### config.mk
export PLATFORM = sky130hd
export DESIGN_NAME = mic_stream_monitor
export DESIGN_NICKNAME = d
export VERILOG_FILES = /design/src/rtl/mic_stream_monitor.sv
export SDC_FILE = /design/constraint.sdc
export NUM_CORES = 1
export LEC_CHECK = 0
export ABC_CLOCK_PERIOD_IN_PS = 2700
export CAP_MARGIN = 0
export CORE_ASPECT_RATIO = 1.2
export CORE_UTILIZATION = 50
export CTS_CLUSTER_DIAMETER = 30
export DETAILED_ROUTE_END_ITERATION = 8
export PLACE_DENSITY_LB_ADDON = 0.1
export RECOVER_POWER = 25
export SYNTH_ARGS = -nofsm -noshare
export SYNTH_HDL_FRONTEND = slang
export SYNTH_SLANG_ARGS = --single-unit
### constraint.sdc
create_clock -name clk -period 2.7 [get_ports clk]
set_input_delay 0.27 -clock clk [delete_from_list [all_inputs] [get_ports clk]]
set_output_delay 0.27 -clock clk [all_outputs]
set_load 0.03 [all_outputs]
### src/rtl/mic_stream_monitor.sv
// Passive handshake, packet-length and stall monitor for NCH stream links.
// It counts completed packets per link and raises sticky err, done and timeout flags.
module mic_stream_monitor #(
   parameter int NCH         = 3,
   parameter int DW          = 64,
   parameter int MAX_BEATS   = 9,
   parameter int STALL_LIMIT = 1024,
   parameter int TIMEOUT     = 100000,
   parameter int CW          = 4
) (
   input  logic                clk,
   input  logic                reset,
   input  logic [NCH-1:0]      TVALID,
   input  logic [NCH-1:0]      TREADY,
   input  logic [NCH*DW-1:0]   TDATA,
   input  logic [NCH-1:0]      TLAST,
   input  logic [15:0]         target,
   output logic [NCH*16-1:0]   pkt_count,
   output logic                err,
   output logic [CW-1:0]       err_chan,
   output logic [2:0]          err_code,
   output logic                done,
   output logic                timeout
);

   localparam int BW = (MAX_BEATS > 1) ? $clog2(MAX_BEATS) : 1;
   localparam int SW = $clog2(STALL_LIMIT + 1);
   localparam logic [BW-1:0] BEAT_MAX   = BW'(MAX_BEATS - 1);
   localparam logic [SW-1:0] STALL_SAT  = SW'(STALL_LIMIT);
   localparam logic [SW-1:0] STALL_FIRE = SW'(STALL_LIMIT - 1);
   localparam logic [31:0]   CYC_END    = 32'(TIMEOUT - 1);

   logic [NCH-1:0]          prev_valid;
   logic [NCH-1:0]          prev_ready;
   logic [NCH-1:0]          prev_last;
   logic [NCH*DW-1:0]       prev_data;
   logic [NCH-1:0][BW-1:0]  beat_cnt;
   logic [NCH-1:0][SW-1:0]  stall_cnt;
   logic [NCH-1:0][15:0]    pkt_cnt;
   logic [31:0]             cycle_cnt;

   logic [NCH-1:0]          beat;
   logic [NCH-1:0]          stalled;
   logic [NCH-1:0]          valid_drop;
   logic [NCH-1:0]          data_change;
   logic [NCH-1:0]          pkt_long;
   logic [NCH-1:0]          stall_hit;

   logic                    hit;
   logic [CW-1:0]           hit_chan;
   logic [2:0]              hit_code;
   logic                    all_done;

   for (genvar g = 0; g < NCH; g++) begin : g_link
      assign beat[g]        = TVALID[g] & TREADY[g];
      assign stalled[g]     = prev_valid[g] & ~prev_ready[g];
      assign valid_drop[g]  = stalled[g] & ~TVALID[g];
      assign data_change[g] = stalled[g] & TVALID[g] &
                              ((TDATA[g*DW +: DW] != prev_data[g*DW +: DW]) |
                               (TLAST[g] != prev_last[g]));
      assign pkt_long[g]    = beat[g] & ~TLAST[g] & (beat_cnt[g] == BEAT_MAX);
      assign stall_hit[g]   = TVALID[g] & ~TREADY[g] & (stall_cnt[g] == STALL_FIRE);
   end

   // Scan from the top link down so the lowest-indexed offender overwrites the rest.
   always_comb begin
      hit      = 1'b0;
      hit_chan = '0;
      hit_code = '0;
      for (int i = NCH - 1; i >= 0; i--) begin
         if (valid_drop[i] | data_change[i] | pkt_long[i] | stall_hit[i]) begin
            hit      = 1'b1;
            hit_chan = CW'(i);
            if (valid_drop[i])       hit_code = 3'd1;
            else if (data_change[i]) hit_code = 3'd2;
            else if (pkt_long[i])    hit_code = 3'd3;
            else                     hit_code = 3'd4;
         end
      end
   end

   always_comb begin
      all_done = 1'b1;
      for (int i = 0; i < NCH; i++) begin
         if ((pkt_cnt[i] < target) || (beat_cnt[i] != '0)) all_done = 1'b0;
      end
   end

   // Beat counters hold at the limit after an overlong packet; stall counters
   // saturate one past the firing point so a long stall reports only once.
   always_ff @(posedge clk) begin
      if (reset) begin
         prev_valid <= '0;
         prev_ready <= '0;
         prev_last  <= '0;
         prev_data  <= '0;
         beat_cnt   <= '0;
         stall_cnt  <= '0;
         pkt_cnt    <= '0;
      end else begin
         prev_valid <= TVALID;
         prev_ready <= TREADY;
         prev_last  <= TLAST;
         prev_data  <= TDATA;
         for (int i = 0; i < NCH; i++) begin
            if (beat[i]) begin
               if (TLAST[i]) begin
                  beat_cnt[i] <= '0;
                  if (pkt_cnt[i] != 16'hffff) pkt_cnt[i] <= pkt_cnt[i] + 16'd1;
               end else if (beat_cnt[i] != BEAT_MAX) begin
                  beat_cnt[i] <= beat_cnt[i] + BW'(1);
               end
            end
            if (TVALID[i] && !TREADY[i]) begin
               if (stall_cnt[i] != STALL_SAT) stall_cnt[i] <= stall_cnt[i] + SW'(1);
            end else begin
               stall_cnt[i] <= '0;
            end
         end
      end
   end

   always_ff @(posedge clk) begin
      if (reset) begin
         err       <= 1'b0;
         err_chan  <= '0;
         err_code  <= '0;
         done      <= 1'b0;
         timeout   <= 1'b0;
         cycle_cnt <= '0;
      end else begin
         if (!err && hit) begin
            err      <= 1'b1;
            err_chan <= hit_chan;
            err_code <= hit_code;
         end
         if (!done && !timeout) begin
            cycle_cnt <= cycle_cnt + 32'd1;
            if (all_done)                  done    <= 1'b1;
            else if (cycle_cnt == CYC_END) timeout <= 1'b1;
         end
      end
   end

   // The packed counter array already has link i at bits [i*16 +: 16].
   assign pkt_count = pkt_cnt;

endmodule
Yosys cells after proc, flatten, opt, wreduce, memory -nomap -nowiden --
Index checks and enable logic that the tools add are counted.
Storage, ports and cells: output and inout bits 58, flip-flop bits (word level) 336, bits in read-only memories 0, word-level logic and storage cells 167, latch bits 0, memories kept 0, memory bits (writable) 0, input port bits 219
Cells by class: equality and inequality tests 22, reduce and logical (&&, ||, !) cells 31, mux-type cells 27, add/subtract/negate cells 10, multiply operators 0, bitwise operators 55, shift-type cells 0, order comparisons 3, divide/modulo/power cells 0
Operators by type and width (count):
- $ne 64x64->1 | 3
- $add 16x1->16 const B | 3
- $lt 16x16->1 | 3
- $ne 16x16->1 const B | 3
- $mux 3 | 12
- $add 11x1->11 const B | 3
- $eq 11x10->1 const B | 3
- $ne 11x11->1 const B | 3
- $add 32x1->32 const B | 1
- $eq 32x17->1 const B | 1
- $mux 4 | 8
- $and 1x1->1 | 27
- $not 1->1 | 16
- $add 4x1->4 const B | 3
- $eq 4x4->1 const B | 3
- $ne 4x4->1 const B | 3
- $or 1x1->1 | 12
- $reduce_and 3->1 | 4
- $reduce_bool 4->1 | 3
- $reduce_and 2->1 | 4
- $logic_not 1->1 | 6
- $mux 1 | 6
- $reduce_bool 2->1 | 3
- $reduce_or 2->1 | 3
- other kinds (4) | 12

Depth between registers and ports, before layout --
Gate-level depths: netlist (run 1).
depth in word-level cells 11, depth in mapped cells 11

Least setup slack after synthesis (run 1) --
OpenSTA, ideal clock, no wires.
kind flip-flop to flip-flop, from register pkt_cnt, in the netlist pkt_count[33], to register done, library setup time 132 ps, slack 370 ps, arrival 2197 ps, stages on the path, launching flop included 10, required time 2568 ps, buffers on the path 0, path through dfxtp_1 > ha_1 > a21o_1 > a21o_1 > a21o_1 > a21o_1 > a2111oi_0 > o21bai_1 > o2111ai_1 > a21oi_1
Between the ends: longest elaborated chain between the ends 4
RTL lines:
- start, declared | line 39 | logic [NCH-1:0][15:0] pkt_cnt;
- start signal, assigned | line 99 | pkt_cnt <= '0;
- $lt 16x16->1 | line 85 | if ((pkt_cnt[i] < target) || (beat_cnt[i] != '0)) all_done = 1'b0;
- $logic_or 1x1->1 | line 85
- $mux 1 | line 85
- $reduce_and 2->1 (no source line)
- end signal, assigned | line 128 | done <= 1'b0;
- end signal, assigned | line 139 | if (all_done) done <= 1'b1;
- end, declared | line 22 | output logic done,
Every way passes these cells. A chain may end at the register's enable or synchronous reset.

Worst setup path in the final report (run 1) --
from register prev_data[166], to register err_code[0]
Between the ends: longest elaborated chain between the ends 10, elaborated cells on any way between the ends 15, classes of those cells 1 x eq/ne; 8 x mux; 5 x bitwise; 1 x reduce/logical
RTL lines:
- start, declared | line 36 | logic [NCH*DW-1:0] prev_data;
- start signal, assigned | line 96 | prev_data <= '0;
- start signal, assigned | line 104 | prev_data <= TDATA;
- $ne 64x64->1 (*) | line 59 | ((TDATA[g*DW +: DW] != prev_data[g*DW +: DW]) |
- $or 1x1->1 (*) | line 59
- $and 1x1->1 (*) | line 58 | assign data_change[g] = stalled[g] & TVALID[g] &
- $or 1x1->1 (3 in series) | line 71 | if (valid_drop[i] | data_change[i] | pkt_long[i] | stall_hit[i]) begin
- $mux 1 (3 in series) | line 71
- $logic_and 1x1->1 | line 132 | if (!err && hit) begin
- end signal, assigned | line 135 | err_code <= hit_code;
- end, declared | line 21 | output logic [2:0] err_code,
Mark *: on every way between the ends. The rest lies on a longest branch, timed or not.

==> results of run 1 <==
[cells in the mapped netlist (3+ instances only)]
| library cell | n | area share |
|---|---|---|
| ha_1 | 61 | 0.052 |
| nand2_1 | 50 | 0.013 |
| nor4bb_1 | 3 | 0.0020 |
| a31oi_1 | 7 | 0.0030 |
| a21oi_1 | 38 | 0.013 |
| nor4_1 | 36 | 0.015 |
| mux2i_1 | 5 | 0.0034 |
| nand3_1 | 57 | 0.019 |
| buf_1 | 3 | 0.00076 |
| mux2_2 | 3 | 0.0023 |
| a21o_1 | 15 | 0.0076 |
| nor2b_1 | 205 | 0.087 |
| and4_1 | 7 | 0.0042 |
| nand4_1 | 54 | 0.023 |
| inv_1 | 40 | 0.010 |
| nor2_1 | 151 | 0.038 |
| nor3_1 | 18 | 0.0061 |
| xnor2_1 | 127 | 0.075 |
| a211oi_1 | 3 | 0.0015 |
| nor4_2 | 6 | 0.0051 |
| nand3b_1 | 3 | 0.0015 |
| nand2b_1 | 14 | 0.0059 |
| o21ai_0 | 32 | 0.011 |
| dfxtp_1 | 334 | 0.45 |
| and3_1 | 19 | 0.0080 |
| buf_4 | 3 | 0.0015 |
| or3_1 | 16 | 0.0068 |
| clkbuf_1 | 35 | 0.0089 |
| xor2_1 | 158 | 0.094 |
| o21a_1 | 4 | 0.0020 |
[layout make-up]
class	instances	area share
tap	385	0.02347
sequential	334	0.3258
clock inverter	39	0.02384
timing repair buffer	304	0.1438
multi-input combinational	1134	0.3776
inverter	40	0.007316
clock buffer	88	0.09718
antenna	9	0.001097
[registers in the layout (all words and copies together) (netlist names)]
name        count
prev_data     192
pkt_count      48
stall_cnt      33
cycle_cnt      32
beat_cnt       12
err_code        3
prev_last       3
prev_ready      3
prev_valid      3
err_chan        2
done            1
err             1
timeout         1
[path summary, 6_finish.rpt]
| path | to | slack, ns | cells after the start |
|---|---|---|---|
| setup / recovery | err_code[0] | 0.21 | 10 |
| hold / removal | prev_data[53] | 0.31 | 2 |
| setup reg to reg | err_code[0] | 0.21 | 10 |
| hold reg to reg | done | 0.49 | 2 |
[kinds of logic after synthesis]
| family | after synthesis | share of synthesized area |
|---|---|---|
| flip-flops | 334 | 0.4528 |
| multiplexers | 8 | 0.005676 |
| adder cells (fa/ha/maj) | 61 | 0.05168 |
| AO/OA/AOI/OAI | 119 | 0.04973 |
| XOR/XNOR | 285 | 0.1690 |
| other | 1 | 0.0002539 |
| buffers and inverters | 84 | 0.02279 |
| AND/OR/NAND/NOR | 659 | 0.2481 |
[placed cells by master (no fill, tap or decap), drive strengths merged, types with 5 or more instances in the layout]
cell           count
a21o              15
a21oi             39
a31oi              7
and3              19
and4               7
buf               26
bufinv             9
clkbuf            93
clkdlybuf4s50    213
clkinv            16
clkinvlp           8
dfxtp            334
diode              9
dlygate4sd3       60
ha                61
inv               46
mux2i              5
nand2             50
nand2b            14
nand3             57
nand4             54
nor2             153
nor2b            205
nor3              20
nor4              43
o21a               5
o21ai             34
or3               16
xnor2            127
xor2             158
[per-stage QoR]
step           hold WS (ns)  instance area, µm²  instances  total power [mW]
6_report             0.3072               20520       2333             15.12
3_3_place_gp         0.4850               18040       2197             6.352
2_1_floorplan        0.3534               14770       1552             5.852
3_5_place_dp         0.4895               18040       2197             6.375
5_1_grt              0.3164               20520       2331             15.67
4_1_cts              0.1437               20520       2324             15.30
[per-layer routing]
| layer | up-vias | share of wire | GRT usage |
|---|---|---|---|
| li1 | 5923 | - | - |
| met1 | 5452 | 0.40 | 0.2449 |
| met2 | 290 | 0.50 | 0.4150 |
| met3 | 52 | 0.075 | 0.07916 |
| met4 | 4 | 0.021 | 0.08062 |
| met5 | - | 0.00067 | 0 |
[report_power, final]
part | total, mW | internal [mW] | switching [mW]
combinational | 1.05 | 0.602 | 0.446
clock | 8.85 | 6.09 | 2.76
sequential | 5.22 | 5.13 | 0.0889
total | 15.1 | 11.8 | 3.29
==> metrics, run 1 <==
status finished, violations left; failing checks max-capacitance violations, max-slew violations; final worst slack 0.2135 ns; initial antenna violation count 11; Reg clk slew, reported paths 0.05 ns; total global routing overflow 0; worst r2r src prev_data[166]; htree depth 3; CP peak stage delay 0.39 ns; critical path peak fanout 3; Final Hold Vio Count 0; part of the cycle the worst path needs 0.9209; First-pass DRT Iterations 5; Leakage Power 8.141 nW; post-layout util 0.7095; synth unique cells 63; row count 68; Crit. End Element flip-flop; syn_area_per_cell 9.522 µm²; Power Density 736.6 mW/mm²; Async S/R FF share, synth 0; Root Driver clkbuf_16; f_max 0.4022 GHz; worst hold path class input pin to flip-flop; Yosys warnings 0; Worst path top cell family by delay simple AND/OR/NAND/NOR gates; CTS Sinks 334; ys flop type dfxtp_1; clk_lat worst skew 0.57 ns; crit path cell chain xor2_1 -> nor4_2 -> nand4_1 -> nor4_1 -> a31oi_1 -> buf_4 -> o22ai_1 -> a211o_1 -> a31oi_1 -> a211oi_1; GPL Wtd Cong 0.8258; Final HPWL DP 24520 µm; DR vias 11.72k; clk buf depth 3; post-CTS setup buffers 0; Period minus WS final 2.487 ns; Sum Neg Setup Slack 0 ns; CP startpoint kind flip-flop; drt via density 5.024; core area 0.02893 mm²; Synth-to-Final Area Change 38.97%; Starting DRT DRC Count 536; # IOs 277; Final Max Tran Viols 48; largest net degree at the start of global routing 83; Rel. slew slack -0.2910; die area 0.03023 mm²; Seq cells post-synth 334; Setup Skew 0.02416 ns; TritonCTS clock tree yes; input/output buffers 274; most used cell, CP a31oi_1; nets 2165; worst vdd ir 0.0007248 V; post-route ant nets 0; max-cap violations 1; Starting Density 0.5105; total CTS buffers 71; number of enable flip-flop cells after synthesis 0; first-pass GRT wire length 56350 µm; mapped cell area 0.01477 mm²; WS Path Type flip-flop to flip-flop; drc violations 0; sequential share of the synthesized area 0.4528; Register Area 0.006686 mm²; CTS Hold Bufs 0; CP max-delay cell nor4_1; Fillers 2255; share of cells above drive strength 1 0.08922; required time of the worst setup path 3.14 ns; RSZ-0062 raised after global routing no; Worst-Margin Slew 1.936 ns; Place WS -0.1968 ns; worst path arrival time 2.93 ns; vias in the first global route 11.95k; chip width 158.9 µm; final setup violating endpoints 0; routed length per instance 14.61 µm; Critical path origin prev_data[166]; die span in y 190.3 µm; Total GRT Usage 0.2284; hold_sp TDATA[53]; CP Buf/Inv Count 1; Post-Route WL 34090 µm; area of the multi-input gates 0.007749 mm²; post-cts gate resize count 0; Post-Syn Instances 1551
Note: power is estimated with default switching activity, not from simulation.
==> inputs of run 2 (changes only) <==
--- a/config.mk
+++ b/config.mk
@@ -11,8 +11,9 @@
 export CORE_UTILIZATION = 50
 export CTS_CLUSTER_DIAMETER = 30
 export DETAILED_ROUTE_END_ITERATION = 8
-export PLACE_DENSITY_LB_ADDON = 0.1
+export PLACE_DENSITY_LB_ADDON = 0.15
 export RECOVER_POWER = 25
+export SLEW_MARGIN = 25
 export SYNTH_ARGS = -nofsm -noshare
 export SYNTH_HDL_FRONTEND = slang
 export SYNTH_SLANG_ARGS = --single-unit
==> run 2 against run 1 <==
  * Design area shrank 0.77%
  * Clock skew fell by 0.0070 ns
  * First-iteration DRC count grew 0.19%
  * Maximum frequency decreased by 0.49%
  * Combinational power barely moved
  * The run still ends with max-capacitance violations, max-slew violations left
  * Global-route usage shrank 0.087 points
  * Clock-buffer cell count rose by 3
==> metrics, run 2 (synthesized netlist as in run 1, its figures left out) <==
die area 0.03023 mm² (unchanged); drc violations 0 (unchanged); core area 0.02893 mm² (unchanged); WS Path Type flip-flop to flip-flop (unchanged); largest net degree at the start of global routing 117 (was 83); total CTS buffers 67 (was 71); CP startpoint kind flip-flop (unchanged); chip width 158.9 µm (unchanged); Fillers 2277 (was 2255); Leakage Power 8.076 nW (was 8.141 nW); clk_lat worst skew 0.54 ns (was 0.57 ns); post-route ant nets 0 (unchanged); nets 2164 (was 2165); CP Buf/Inv Count 0 (was 1); most frequent cells in the layout dfxtp_1, clkdlybuf4s50_1, nor2b_1 (unchanged); critical path peak fanout 5 (was 3); Final Max Tran Viols 164 (was 48); First-pass DRT Iterations 5 (unchanged); CP max-delay cell a2111oi_0 (was nor4_1); Starting Density 0.5105 (unchanged); max FFs per register 192 (unchanged); Final HPWL DP 24600 µm (was 24520 µm); final setup violating endpoints 0 (unchanged); most used cell, CP a21o_1 (was a31oi_1); Sum Neg Setup Slack 0 ns (unchanged); Setup Skew 0.01712 ns (was 0.02416 ns); overall power 14.50 mW (was 15.12 mW); max-cap violations 2 (was 1); # IOs 277 (unchanged); TritonCTS clock tree yes (unchanged); initial antenna violation count 9 (was 11); CTS Sinks 334 (unchanged); failing checks max-capacitance violations, max-slew violations (unchanged); Power Density 712.0 mW/mm² (was 736.6 mW/mm²); Synth-to-Final Area Change 37.90% (was 38.97%); Period minus WS final 2.499 ns (was 2.487 ns); CTS Hold Bufs 0 (unchanged); required time of the worst setup path 3.05 ns (was 3.14 ns); total global routing overflow 0 (unchanged); Finished Layout Cells 2325 (was 2333); Worst path top cell family by delay compound AO/OA/AOI/OAI gates (was simple AND/OR/NAND/NOR gates); part of the cycle the worst path needs 0.9254 (was 0.9209); Final Hold Vio Count 0 (unchanged); Starting DRT DRC Count 537 (was 536); RSZ-0062 raised after global routing no (unchanged); htree depth 3 (unchanged); input/output buffers 274 (unchanged); placed cells 2200 (was 2197); share of cells above drive strength 1 0.08484 (was 0.08922); crit path cell chain ha_1 -> a21o_1 -> a21o_1 -> a21o_1 -> a21o_1 -> a2111oi_0 -> o21bai_1 -> o2111ai_1 -> a21oi_1 (was xor2_1 -> nor4_2 -> nand4_1 -> nor4_1 -> a31oi_1 -> buf_4 -> o22ai_1 -> a211o_1 -> a31oi_1 -> a211oi_1); Crit. End Element flip-flop (unchanged); Total GRT Usage 0.2275 (was 0.2284); Worst-Margin Slew 2.294 ns (was 1.936 ns); worst path arrival time 2.85 ns (was 2.93 ns); DR vias 11.68k (was 11.72k); die span in y 190.3 µm (unchanged); status finished, violations left (unchanged); Biggest register prev_data (unchanged); drt via density 5.025 (was 5.024); CP peak stage delay 0.53 ns (was 0.39 ns); Place WS -0.2314 ns (was -0.1968 ns); routed length per instance 14.80 µm (was 14.61 µm); clk buf depth 3 (unchanged); vias in the first global route 11.94k (was 11.95k); Reg clk slew, reported paths 0.05 ns (about the same); worst vdd ir 0.0005854 V (was 0.0007248 V); Post-Route WL 34420 µm (was 34090 µm); first-pass GRT wire length 56320 µm (was 56350 µm); worst hold path class input pin to flip-flop (unchanged); Root Driver clkbuf_16 (unchanged); commonest non-fill, non-tap cell in the layout dfxtp_1 (unchanged); GPL Wtd Cong 0.8471 (was 0.8258); Rel. slew slack -0.5296 (was -0.2910); row count 68 (unchanged); f_max 0.4002 GHz (was 0.4022 GHz); final worst slack 0.2013 ns (was 0.2135 ns)
## run 2: cell count changes in the layout (fill, tap and decap cells not counted), moves of 3 or more
cell,change
clkinv_2,-4
clkbuf_8,+3
clkbuf_1,+3
buf_4,+4
clkdlybuf4s50_1,+13
dlygate4sd3_1,-13
clkbuf_16,-6
clkinvlp_4,-4
## run 2: power breakdown
part | switching (mW) | internal (mW) | total, mW
registers | 0.0879 | 5.13 | 5.22
clock network | 2.61 | 5.61 | 8.22
logic | 0.455 | 0.611 | 1.07
total | 3.15 | 11.3 | 14.5
## run 2: worst register-to-register path, delay by kind of cell (launching register included)
| kind | cells | cell delay, ns |
|---|---|---|
| compound gates | 8 | 1.65 |
| fa+ha+maj | 1 | 0.26 |
| flops | 1 | 0.39 |
## run 2: final cells by class
class | count | area (µm²) | share of cell area
Clock inverter | 27 | 376.6 | 0.01849
Timing Repair Buffer | 307 | 2987 | 0.1467
Multi-Input combinational cell | 1134 | 7757 | 0.3809
Tap cell | 385 | 481.7 | 0.02365
Clock buffer | 91 | 1908 | 0.09370
Inverter | 40 | 150.1 | 0.007373
Sequential cell | 334 | 6686 | 0.3283
Antenna cell | 7 | 17.52 | 0.0008602
## run 2: repair_timing
action                                  CTS  global route
resized for setup                         0             1
buffers inserted                          0             0
endpoints found under the setup margin    0             1
## run 2: worst paths after layout
| path | to | cells after the start | slack [ns] | startpoint |
|---|---|---|---|---|
| max | done | 9 | 0.20 | pkt_count[33] |
| min | prev_data[172] | 2 | 0.15 | reset |
| max reg2reg | done | 9 | 0.20 | pkt_count[33] |
| min reg2reg | cycle_cnt[1] | 2 | 0.50 | cycle_cnt[1] |
## run 2: per-layer routing
| layer | track usage | part of all wire | vias to the layer above |
|---|---|---|---|
| li1 | - | - | 5901 |
| met3 | 0.07221 | 0.071 | 68 |
| met2 | 0.4084 | 0.50 | 297 |
| met4 | 0.08617 | 0.027 | 4 |
| met1 | 0.2500 | 0.40 | 5412 |
| met5 | 0 | 0.00087 | - |
## run 2: per-stage QoR
stage / hold slack [ns] / cell area (µm²) / util
2_1_floorplan: 0.3534 / 14770 / -
3_3_place_gp: 0.4868 / 18090 / 0.6253
3_5_place_dp: 0.4914 / 18090 / 0.6253
4_1_cts: 0.1561 / 20370 / 0.7042
5_1_grt: 0.1738 / 20360 / 0.7040
6_report: 0.1547 / 20360 / 0.7040
==> inputs of run 3 (changes only) <==
--- a/config.mk
+++ b/config.mk
@@ -13,6 +13,8 @@
 export DETAILED_ROUTE_END_ITERATION = 8
 export PLACE_DENSITY_LB_ADDON = 0.15
 export RECOVER_POWER = 25
+export SETUP_SLACK_MARGIN = 0.05
+export SKIP_LAST_GASP = 1
 export SLEW_MARGIN = 25
 export SYNTH_ARGS = -nofsm -noshare
 export SYNTH_HDL_FRONTEND = slang
==> run 3 against run 2 <==
  * The run still ends with max-capacitance violations, max-slew violations left
  * Combinational power about the same
  * Maximum frequency grew 1.8%
  * Worst hold slack improved by 0.17 ns
  * Power is 0.13% higher
  * Global-route usage unchanged
  * Clock-buffer cell count unchanged
  * Sequential share of layout area down 0.056 points
  * Sequential power is essentially flat
  * Core utilization grew 0.12 points
  * Setup slack better by 0.043 ns
  * Routed wire length barely moved
  * Critical endpoint is now err_code[1]
  * Largest cell class unchanged
==> metrics, run 3 (synthesized netlist as in run 1, its figures left out) <==
share of cells above drive strength 1 0.08743 (was 0.08484); Final Hold Vio Count 0 (unchanged); Period minus WS final 2.455 ns (was 2.499 ns); WS Path Type flip-flop to flip-flop (unchanged); Final Max Tran Viols 82 (was 164); worst path arrival time 2.78 ns (was 2.85 ns); Worst-Margin Slew 1.841 ns (was 2.294 ns); Setup Skew 0.01771 ns (was 0.01712 ns); htree depth 3 (unchanged); die area 0.03023 mm² (unchanged); f_max 0.4073 GHz (was 0.4002 GHz); Critical path origin beat_cnt[4] (was pkt_count[33]); total global routing overflow 0 (unchanged); required time of the worst setup path 3.03 ns (was 3.05 ns); worst hold path class input pin to flip-flop (unchanged); CP startpoint kind flip-flop (unchanged); part of the cycle the worst path needs 0.9094 (was 0.9254); Starting DRT DRC Count 481 (was 537); initial antenna violation count 5 (was 9); worst r2r src beat_cnt[4] (was pkt_count[33]); nets 2164 (unchanged); failing checks max-capacitance violations, max-slew violations (unchanged); post-CTS setup buffers 0 (unchanged); Sum Neg Setup Slack 0 ns (unchanged); TritonCTS clock tree yes (unchanged); reg2reg setup slack 0.24 ns (was 0.20 ns); RSZ-0062 raised after global routing no (unchanged); GPL Wtd Cong 0.8471 (unchanged); Net Sw Frac 0.2174 (about the same); Leakage Power 8.078 nW (was 8.076 nW); Flop pwr share 0.359 (was 0.360); routed length per instance 14.82 µm (was 14.80 µm); CTS Sinks 334 (unchanged); Post-Route WL 34420 µm (about the same); worst vdd ir 0.0005871 V (was 0.0005854 V); placed cells 2200 (unchanged); Total GRT Usage 0.2275 (unchanged); post-route ant nets 0 (unchanged); Finished Layout Cells 2322 (was 2325); status finished, violations left (unchanged); combinational share of power 0.075 (was 0.074); Biggest register prev_data (unchanged); # IOs 277 (unchanged); first-pass GRT wire length 56320 µm (unchanged); NetSw 3.156 mW (was 3.152 mW); hold_ws 0.3266 ns (was 0.1547 ns); drt via density 5.026 (was 5.025); Rel. slew slack -0.2273 (was -0.5296); total CTS buffers 67 (unchanged); die span in y 190.3 µm (unchanged); Pint 11.36 mW (was 11.35 mW); Power Density 711.7 mW/mm² (was 712.0 mW/mm²); Root Driver clkbuf_16 (unchanged); input/output buffers 274 (unchanged); max FFs per register 192 (unchanged); FF-to-FF End err_code[1] (was done); chip width 158.9 µm (unchanged); Synth-to-Final Area Change 38.13% (was 37.90%); CP Capture Point err_code[1] (was done); row count 68 (unchanged); drc violations 0 (unchanged); vias in the first global route 11.94k (unchanged); post-layout util 0.7052 (was 0.7040); most frequent cells in the layout dfxtp_1, clkdlybuf4s50_1, nor2b_1 (unchanged); Clock power frac 0.566 (was 0.567); Crit. End Element flip-flop (unchanged); core area 0.02893 mm² (unchanged); largest net degree at the start of global routing 117 (unchanged); cells on worst reg2reg path 11 (was 9); First-pass DRT Iterations 5 (unchanged); DR vias 11.67k (was 11.68k); Final HPWL DP 24600 µm (unchanged); clk_lat worst skew 0.55 ns (was 0.54 ns); Reg clk slew, reported paths 0.05 ns (about the same); Starting Density 0.5105 (unchanged); commonest non-fill, non-tap cell in the layout dfxtp_1 (unchanged); max-cap violations 1 (was 2); critical path peak fanout 6 (was 5); clk buf depth 3 (unchanged); final setup violating endpoints 0 (unchanged)
run 3: timing repair:
action,4_1_cts,5_1_grt
hold endpoints to repair,0,0
gates resized for setup,0,5
endpoints found under the setup margin,0,4
hold buffers,0,0
run 3: per-layer routing:
metal,GRT usage,up-vias,part of all wire,routed length (µm)
met4,0.08617,2,0.026,897
met3,0.07221,61,0.071,2435
met5,0,-,0.00035,12
met1,0.2500,5418,0.40,13870
li1,-,5894,-,-
met2,0.4084,295,0.50,17200
run 3: per-stage QoR:
stage	setup WS, ns	total power, mW	instance area [µm²]
3_3_place_gp	-0.1998	6.359	18090
5_1_grt	0.04159	15.07	20400
2_1_floorplan	0.3703	5.852	14770
6_report	0.2447	14.52	20400
4_1_cts	0.1757	14.66	20370
3_5_place_dp	-0.2314	6.386	18090
run 3: final cells by class:
class	count	area [µm²]
clock buffers	91	1908
multi-input cells	1134	7779
diodes	4	10.01
fillers	2265	8528
clock inverters	27	376.6
well taps	385	481.7
inverters	40	150.1
repair buffers	307	3008
flip-flops and latches	334	6686
run 3: power groups by stage:
stage | Clock (mW) | Combinational, mW | Sequential, mW
2_1_floorplan | 0 | 0.544 | 5.31
3_3_place_gp | 0 | 1.06 | 5.30
3_5_place_dp | 0 | 1.08 | 5.30
4_1_cts | 8.35 | 1.09 | 5.22
5_1_grt | 8.65 | 1.19 | 5.23
6_report | 8.22 | 1.09 | 5.22
run 3: worst min path at each step:
stage	cells after the start	endpoint	slack (ns)	from
after CTS	2	prev_data[172]	0.16	reset
after floorplan	1	prev_valid[0]	0.35	reset
final	2	prev_data[172]	0.33	TDATA[172]
after global routing	2	prev_data[2]	0.32	TDATA[2]
after detailed placement	2	cycle_cnt[1]	0.49	cycle_cnt[1]
after global placement	2	err_code[0]	0.49	err_code[0]
run 3: worst max-delay path, cell delays in order, from the launching register on:
cell	delay, ns
dfxtp_1	0.42
inv_1	0.07
ha_1	0.21
nor4bb_4	0.17
nand3_1	0.11
a21boi_0	0.33
nand4_1	0.14
o21a_2	0.24
nor4_4	0.19
a21oi_2	0.16
nor2_1	0.15
a211oi_2	0.06
